===== src/rtl/pwconv_out_writer.sv =====
// Output stage of the PW-conv rescale/ReLU stream. It packs four int8 results into a 32-bit word and buffers them in a small FIFO.
// The buffered words drain into the feature-map RAM through a valid/ready port, with back-pressure to the stage above and a frame-done pulse.
module pwconv_out_writer #(
  parameter int unsigned FIFO_DEPTH  = 4,
  parameter int unsigned ADDR_W      = 9,
  parameter int unsigned FRAME_WORDS = 512
) (
  input  logic              clk,
  input  logic              rst,
  input  logic              in_valid,
  input  logic [4:0]        cnt_in,
  input  logic [3:0]        pos_in,
  input  logic [7:0]        data_in0,
  input  logic [7:0]        data_in1,
  input  logic [7:0]        data_in2,
  input  logic [7:0]        data_in3,
  output logic              stall,
  output logic              mem_wr_en,
  output logic [ADDR_W-1:0] mem_wr_addr,
  output logic [31:0]       mem_wr_data,
  input  logic              mem_wr_ready,
  output logic              frame_done,
  output logic              overflow,
  output logic              busy
);

  localparam int unsigned PW = $clog2(FIFO_DEPTH);
  localparam int unsigned CW = PW + 1;
  localparam int unsigned FW = $clog2(FRAME_WORDS);
  localparam int unsigned EW = ADDR_W + 32;

  logic [EW-1:0] mem [FIFO_DEPTH];
  logic [EW-1:0] entry_in;
  logic [EW-1:0] head;
  logic [PW-1:0] wr_ptr;
  logic [PW-1:0] rd_ptr;
  logic [CW-1:0] count;
  logic [CW-1:0] count_next;
  logic [FW-1:0] frame_cnt;
  logic          has_data;
  logic          push;
  logic          pop;

  // A full FIFO rejects a push even when a pop happens in the same cycle.
  always_comb begin
    push       = 1'b0;
    pop        = 1'b0;
    count_next = count;
    entry_in   = {ADDR_W'({cnt_in, pos_in}), data_in3, data_in2, data_in1, data_in0};
    push       = in_valid && (count < CW'(FIFO_DEPTH));
    pop        = has_data && mem_wr_ready;
    count_next = count + CW'(push) - CW'(pop);
  end

  // Storage is left unreset; the count gates what is visible.
  always_ff @(posedge clk) begin
    if (push) mem[wr_ptr] <= entry_in;
  end

  always_ff @(posedge clk) begin
    if (rst) begin
      wr_ptr     <= '0;
      rd_ptr     <= '0;
      count      <= '0;
      has_data   <= 1'b0;
      stall      <= 1'b0;
      frame_cnt  <= '0;
      frame_done <= 1'b0;
      overflow   <= 1'b0;
    end else begin
      if (push) wr_ptr <= wr_ptr + PW'(1);
      if (pop)  rd_ptr <= rd_ptr + PW'(1);
      count    <= count_next;
      has_data <= (count_next != '0);
      // Two beats are still in flight in the rescale pipeline when stall rises.
      stall    <= (count_next >= CW'(FIFO_DEPTH - 2));
      overflow <= overflow | (in_valid & ~push);
      frame_done <= 1'b0;
      if (pop) begin
        if (frame_cnt == FW'(FRAME_WORDS - 1)) begin
          frame_cnt  <= '0;
          frame_done <= 1'b1;
        end else begin
          frame_cnt <= frame_cnt + FW'(1);
        end
      end
    end
  end

  assign head        = mem[rd_ptr];
  assign mem_wr_en   = has_data;
  assign busy        = has_data;
  assign mem_wr_addr = has_data ? head[EW-1:32] : '0;
  assign mem_wr_data = has_data ? head[31:0]    : '0;

endmodule

===== config.mk =====
export PLATFORM = sky130hd
export DESIGN_NAME = pwconv_out_writer
export DESIGN_NICKNAME = d
export VERILOG_FILES = /design/src/rtl/pwconv_out_writer.sv
export SDC_FILE = /design/constraint.sdc
export NUM_CORES = 1
export LEC_CHECK = 0
export CELL_PAD_IN_SITES_DETAIL_PLACEMENT = 0
export CELL_PAD_IN_SITES_GLOBAL_PLACEMENT = 1
export CORE_MARGIN = 2
export CORE_UTILIZATION = 47
export CTS_CLUSTER_SIZE = 24
export DETAILED_ROUTE_END_ITERATION = 8
export PLACE_DENSITY_LB_ADDON = 0.1
export SLEW_MARGIN = 20
export SYNTH_ARGS = -nofsm -noshare
export SYNTH_HDL_FRONTEND = slang
export SYNTH_SLANG_ARGS = --single-unit

===== constraint.sdc =====
create_clock -name clk -period 2.5 [get_ports clk]
set_clock_uncertainty 0.05 [all_clocks]
set_input_delay 0.5 -clock clk [delete_from_list [all_inputs] [get_ports clk]]
set_output_delay 0.5 -clock clk [all_outputs]
set_load 0.005 [all_outputs]

### Word-level counts from Yosys, hierarchy flattened

Memories as Yosys holds them, arrays and structs flattened. A register that Yosys moved wholly into a read port is not among the register bits.
Index checks and enable logic that the tools add are counted.

| word-level totals | value |
|---|---|
| output and inout port bits | 46 |
| word-level logic and storage cells | 33 |
| bits of input ports | 45 |
| flip-flop bits (word level) | 20 |
| memory bits (writable) | 164 |
| memories kept | 1 |

| cells by class | value |
|---|---|
| equal/unequal tests | 1 |
| $add $sub $neg | 5 |
| muxes and demuxes | 8 |
| bitwise logic cells | 4 |
| $lt $le $gt $ge | 2 |
| reduce and logical (&&, ||, !) cells | 4 |

Memories:

| name | depth | bits a word | rd ports | clocked after Yosys merged registers in | wr ports | RTL line | source |
|---|---|---|---|---|---|---|---|
| mem | 4 | 41 | 1 | 1 | 1 | 32 | `logic [EW-1:0] mem [FIFO_DEPTH];` |

Operators by type and width:

| cell | number |
|---|---|
| $mux 32 | 1 |
| $mux 9 | 2 |
| $add 9x1->9 const B | 1 |
| $eq 9x9->1 const B | 1 |
| $add 2x1->2 const B | 2 |
| $mux 2 | 2 |
| $add 3x1->3 | 1 |
| $ge 3x2->1 const B | 1 |
| $lt 3x3->1 const B | 1 |
| $mux 1 | 3 |
| $reduce_bool 3->1 | 1 |
| $sub 3x1->3 | 1 |
| $logic_and 1x1->1 | 2 |
| $not 1->1 | 2 |
| $reduce_or 2->1 | 1 |
| $and 1x1->1 | 1 |
| $or 1x1->1 | 1 |

### Logic depth before layout (Yosys ltp)

Gate-level depths: netlist of run 1.

| depth | value |
|---|---|
| word-level depth | 5 |
| mapped depth | 9 |
| depth with buffers taken out | 8 |

### Worst setup path before layout of run 1

No wires, ideal clock.

| path | value |
|---|---|
| kind | input -> register |
| start | in in_valid |
| end | mem mem[1][0] in the netlist's numbering (enable) |
| cell stages on the path | 3 |
| path buffers | 1 |
| path slack | 166 ps |
| data arrival time | 1881 ps |
| required time | 2048 ps |
| library setup time | 402 ps |
| cell sequence | nor2b_1 > clkbuf_1 > and2_1 |

| on the way | value |
|---|---|
| longest elaborated chain between the ends | 3 |

Ends and longest elaborated chain:

| element | RTL line | source |
|---|---|---|
| start: declaration | 10 | `input logic in_valid,` |
| $logic_and 1x1->1 | 50 | `push = in_valid && (count < CW'(FIFO_DEPTH));` |
| $mux 1 | 57 | `if (push) mem[wr_ptr] <= entry_in;` |
| $mux 1 (implied by the code) | 57 |  |
| end: declaration | 32 |  |

Every way passes these cells.

==> out/qor.csv, run 1 <==
metric;value;unit
detail_route.drc_violations;0;
placed_cells;646;
period_needed;2.54;ns
async_flop_share;0;
routed_wirelength;13500;µm
synth.yosys.seq_area_share;0.743;
drt_iter0_markers;164;
worstHoldPathCells;2;
setup-tns-final;-0.138;ns
number_of_enable_type_register_cells_in_the_synthesized_netlist;164;
fillCellCount;1110;
cts.clk_slew.worst_paths;0.06;ns
tritonroute_pass_1_iters;4;
die_height;128;µm
max_freq;0.394;GHz
grt_first_pass_wirelength;20800;µm
cts-buffers-inserted;17;
numClockSinks;186;
grt-ovfl-total;0;
dp_hpwl;7710;µm
floorplan.io_pins;91;
failing_checks;setup timing;
hold_viol;0;
power.density_cell_area;973;nW/µm²
detailedPlace.worstSlack;-0.170;ns
cts.htree.levels;4;
r2r_setup_slack;0.41;ns
met3WireLength;558;µm
status;complete, but fails checks;
antenna_found_initial;0;
clock-root-buffer;sky130_fd_sc_hd__clkbuf_16;
cts_tree;yes;
cell_with_the_most_instances_after_synthesis;sky130_fd_sc_hd__edfxtp_1;
start_util;0.479;
layout-drive-gt1-share;0.372;
die-width;128;µm
drt-vias-per-instance;5.27;
area_delta_synth_final;32.0;%
met1Wirelength;5700;µm
dpl_cell_area;8510;µm²
final-max-slew-violation-count;0;
gp_congestion;0.757;
grt_pass1_vias;3925;
timing.max_slew.rel_slack;0.760;
ys.warnings.count;0;
max-vdd-ir-drop;0.000567;V
critical_path_required;1.95;ns
syn_inst;367;
detail_route.wl_per_cell;18.8;µm
synthTopCellsByArea;sky130_fd_sc_hd__edfxtp_1 68%, sky130_fd_sc_hd__mux4_2 12%, sky130_fd_sc_hd__dfxtp_1 6.1%;
std_cell_rows;45;
synth_seq_cells;186;
insertion_delay;0.42;ns
setup-violations-final;5;
route.met2.wl;7050;µm
post_route_design_area;9530;µm²
path_max_fanout;6;
min_path_type;reg2reg;
timing.rr.start;busy;
critPathArrivalTime;1.99;ns
path_class;reg2out;
netlist_area;7220;µm²
core_util_final;0.632;
worst-slew-pin-transition;0.359;ns
net_count_after_synthesis;420;
yosys.area.top_type;sky130_fd_sc_hd__edfxtp_1;
grt_max_degree;34;
yosysTopAreaCellShare;0.682;
drv.max_cap_violation_count;0;
regToRegEndpoint;stall;
io_buffers;90;
nets;567;
fp.dieArea;16400;µm²
endpoint_kind;primary output;
uppermost_signal_routing_layer_after_detailed_routing;met4;
holdCritStartpoint;frame_cnt[8];
total_leakage_power;3.33;nW
core_region_area;15100;µm²
timing.final.ws_setup;-0.0364;ns
post_route_insts_no_fill;715;
cts_max_path_buffers;2;
netlist_top_cells_count;164 x sky130_fd_sc_hd__edfxtp_1, 45 x sky130_fd_sc_hd__and2_1, 40 x sky130_fd_sc_hd__mux4_2;
route.antenna.remaining_nets;0;
routed-via-count;3768;
rsz0062_at_grt;yes;
grt.total_usage;0.174;
post-route-period-util;1.01;
synth_area_per_cell;19.7;µm²
critical_path.startpoint_type;flop;
synth_cell_types;34;
timing.reg2reg.worst_path_depth;7;
hold_end;frame_cnt[8];
n_antenna_cell;0;
postSynth.topFlopCell;sky130_fd_sc_hd__edfxtp_1;
## area by class of cell
class | instances | area [µm²] | area share
Clock buffer | 18 | 429 | 0.0450
Sequential cell | 186 | 5370 | 0.563
Timing Repair Buffer | 148 | 1510 | 0.159
Tap cell | 188 | 235 | 0.0247
Clock inverter | 14 | 226 | 0.0238
Inverter | 5 | 18.8 | 0.00197
Multi-Input combinational cell | 156 | 1740 | 0.183
## per-stage QoR
stage	hold WS (ns)	power, mW
4_1_cts	0.417	9.35
5_1_grt	0.448	9.68
2_1_floorplan	0.391	5.01
3_3_place_gp	0.398	6.00
6_report	0.413	9.27
3_5_place_dp	0.408	6.03
## logic make-up (layout without fill, tap and decap cells)
group	Yosys count	count (layout)	synth area share
muxes	42	42	0.130
buffers and inverters	25	185	0.0244
and+or+nand+nor	82	82	0.0645
xor gates and xnor gates	7	7	0.00849
DFF	186	186	0.743
adders and majority gates	8	8	0.0149
AOI/OAI and AO/OA	17	17	0.0149
## layer usage
layer  GRT usage  vias to the layer above
met4      0.0692                        0
met1       0.213                     1953
li1            -                     1729
met3      0.0430                       11
met2       0.298                       75
met5           0                        -
## where the power goes
group	leakage (nW)	internal [mW]	switching, mW
clock network	0.313	1.86	1.08
registers	1.68	3.73	0.134
logic	1.33	1.52	0.947
total	3.33	7.11	2.16
## registers in the layout, summed over array words and instances (netlist names), named ones only
register    cells
rd_ptr          2
frame_cnt       9
busy            1
overflow        1
count           3
frame_done      1
wr_ptr          2
stall           1
mem           164
## worst max-delay path, cell delays in order (launching register included)
cell and delay (ns):
sky130_fd_sc_hd__dfxtp_4 0.42, sky130_fd_sc_hd__buf_12 0.13, sky130_fd_sc_hd__buf_4 0.10, sky130_fd_sc_hd__buf_6 0.08, sky130_fd_sc_hd__buf_6 0.08, sky130_fd_sc_hd__mux4_2 0.49
sky130_fd_sc_hd__and2_4 0.15, sky130_fd_sc_hd__buf_2 0.12
## worst max path at each step
| stage | from | endpoint | slack (ns) |
|---|---|---|---|
| floorplan | in_valid | mem[1][0] | 0.17 |
| global placement | in_valid | busy | -0.08 |
| detailed placement | in_valid | busy | -0.17 |
| CTS | flop | mem_wr_data[5] | -0.1 |
| global route | flop | mem_wr_data[27] | -0.11 |
| finish | flop | mem_wr_data[1] | -0.04 |
## cell usage in the layout, fill, tap and decap left out, types with 11 or more instances in the layout
cell type,Yosys,layout
sky130_fd_sc_hd__and2_1,45,17
sky130_fd_sc_hd__and2_4,0,24
sky130_fd_sc_hd__buf_12,4,14
sky130_fd_sc_hd__buf_2,5,11
sky130_fd_sc_hd__buf_4,1,20
sky130_fd_sc_hd__buf_6,1,30
sky130_fd_sc_hd__clkbuf_16,0,17
sky130_fd_sc_hd__clkbuf_2,0,12
sky130_fd_sc_hd__clkdlybuf4s50_1,0,49
sky130_fd_sc_hd__dfxtp_1,22,19
sky130_fd_sc_hd__edfxtp_1,164,164
sky130_fd_sc_hd__mux4_2,40,41
sky130_fd_sc_hd__nor2_1,12,12
## timing repair
action / in CTS / in global routing
pin swaps: 30 / 3
gates resized for setup: 164 / 35
hold buffers: 0 / 0
gates cloned: 2 / 0
setup endpoints to repair: 41 / 37
buffers inserted: 32 / 7
(Power assumes the default switching activity.)
==> run 2, diff against run 1 <==
Settings changed: MAX_ROUTING_LAYER from default to met4.
Clock period 2.5 ns to 2.8 ns, I/O delays scaled along.
==> out/qor.csv, run 2 (synthesized netlist as in run 1, its figures left out) <==
metric;value;unit
area_delta_synth_final;26.2;%
die-width;128;µm
timing.max_slew.rel_slack;0.771;
r2r_setup_slack;0.68;ns
fillCellCount;1149;
antenna_found_initial;0;
io_buffers;90;
drv.max_cap_violation_count;0;
hold_viol;0;
std_cell_rows;45;
cts_max_path_buffers;2;
detailedPlace.worstSlack;0.118;ns
detail_route.wl_per_cell;18.9;µm
leading_cell_types_in_the_layout_fill_and_taps_excluded;164 x sky130_fd_sc_hd__edfxtp_1, 62 x sky130_fd_sc_hd__clkdlybuf4s50_1, 41 x sky130_fd_sc_hd__and2_1;
status;complete, no violations;
cell_class_contributing_the_biggest_share_of_worst_path_delay;buffers and inverters;
dp_hpwl;7880;µm
grt_max_degree;39;
grt-ovfl-total;0;
critical_path_required;2.19;ns
critical-path-slowest-cell;sky130_fd_sc_hd__mux4_2;
worst-slew-pin-transition;0.342;ns
timing.final.ws_setup;0.0640;ns
routed_wirelength;13100;µm
nets;542;
largestRegisters;mem: 164 flops, frame_cnt: 9 flops, count: 3 flops;
cts.clk_slew.worst_paths;0.06;ns
setup-tns-final;0;ns
crit_buf_inv;2;
die_height;128;µm
grt.total_usage;0.175;
fp.dieArea;16400;µm²
critPathArrivalTime;2.13;ns
core_region_area;15100;µm²
drt-vias-per-instance;5.31;
n_antenna_cell;0;
cts_tree;yes;
total_leakage_power;3.13;nW
critical_path.startpoint_type;flop;
holdBufCountCts;0;
max-vdd-ir-drop;0.000465;V
layout-drive-gt1-share;0.219;
setup-violations-final;0;
layout_commonest_cell;sky130_fd_sc_hd__edfxtp_1;
drt_iter0_markers;230;
power.density_cell_area;826;nW/µm²
numClockSinks;186;
rsz0062_at_grt;yes;
clock-root-buffer;sky130_fd_sc_hd__clkbuf_16;
period_needed;2.74;ns
start_util;0.479;
final-max-slew-violation-count;0;
tritonroute_pass_1_iters;4;
route.antenna.remaining_nets;0;
max_freq;0.365;GHz
floorplan.io_pins;91;
min_path_type;reg2reg;
path_max_fanout;6;
path_class;reg2out;
routed-via-count;3664;
gp_congestion;0.767;
cts.htree.levels;4;
detail_route.drc_violations;0;
grt_pass1_vias;3772;
post-route-period-util;0.977;
endpoint_kind;primary output;
core_util_final;0.604;
cp_cell_sequence;buf_4 > mux4_2 > and2_1 > clkdlybuf4s50_1;
insertion_delay;0.42;ns
cts-buffers-inserted;17;
crit_path_max_incr_delay;0.49;ns
largest_reg_flops;164;
max_flop_register;mem;
grt_first_pass_wirelength;20200;µm
[run 2: changes by cell type in the layout (fill, tap and decap cells not counted), moves of 2 or more]
| cell | change |
|---|---|
| sky130_fd_sc_hd__bufinv_16 | -4 |
| sky130_fd_sc_hd__clkdlybuf4s50_1 | +13 |
| sky130_fd_sc_hd__buf_2 | -11 |
| sky130_fd_sc_hd__dlygate4sd2_1 | +23 |
| sky130_fd_sc_hd__clkinv_1 | +2 |
| sky130_fd_sc_hd__clkdlybuf4s15_1 | -4 |
| sky130_fd_sc_hd__and2_4 | -24 |
| sky130_fd_sc_hd__buf_4 | +4 |
| sky130_fd_sc_hd__clkbuf_2 | -12 |
| sky130_fd_sc_hd__buf_12 | -6 |
| sky130_fd_sc_hd__and2_1 | +24 |
| sky130_fd_sc_hd__buf_6 | -30 |
| sky130_fd_sc_hd__buf_8 | -4 |
| sky130_fd_sc_hd__dlymetal6s2s_1 | +2 |
[run 2: through the flow]
stage	hold WS (ns)	cell area (µm²)	power [mW]	instances
after CTS	0.430	9020	7.56	681
final	0.425	9110	7.53	690
after global routing	0.454	9110	7.87	690
after global placement	0.399	8450	5.32	645
after detailed placement	0.414	8450	5.35	645
after floorplan	0.391	7220	4.47	367
[run 2: worst register-to-register path: stages, from the launching register on]
cell and delay [ns]:
sky130_fd_sc_hd__dfxtp_2 0.54, sky130_fd_sc_hd__nand2_1 0.14, sky130_fd_sc_hd__or2_2 0.34, sky130_fd_sc_hd__nand2_1 0.07, sky130_fd_sc_hd__ha_1 0.15, sky130_fd_sc_hd__fa_1 0.43, sky130_fd_sc_hd__nor2b_1 0.15, sky130_fd_sc_hd__o21bai_1 0.14
[run 2: repair_timing]
item / CTS / global route
gates cloned: 1 / 0
buffers inserted: 3 / 9
pin swaps: 0 / 0
setup endpoints to repair: 33 / 11
resized for setup: 27 / 2
[run 2: routing by layer]
layer | wire (µm) | up-vias | global-route usage
met5 | 0 | - | -
met1 | 5670 | 1880 | 0.210
met3 | 498 | 20 | 0.0480
met4 | 184 | 0 | 0.0621
met2 | 6700 | 80 | 0.287
li1 | - | 1684 | -
[run 2: final cells by class]
class / instances / area, µm² / share of cell area
Clock buffer: 18 / 429 / 0.0471
Clock inverter: 14 / 130 / 0.0143
Inverter: 5 / 18.8 / 0.00206
Multi-Input combinational cell: 156 / 1680 / 0.185
Sequential cell: 186 / 5370 / 0.590
Tap cell: 188 / 235 / 0.0258
Timing Repair Buffer: 123 / 1240 / 0.136
[run 2: report_power, final]
group          switching, mW  internal [mW]
Clock                  0.978           1.30
Combinational          0.733           1.06
Sequential             0.128           3.33
[run 2: worst paths after layout]
check | depth (start not counted) | startpoint | endpoint
setup / recovery | 4 | flop | mem_wr_data[30]
hold / removal | 2 | overflow | overflow
setup reg to reg | 7 | busy | stall
hold reg to reg | 2 | overflow | overflow
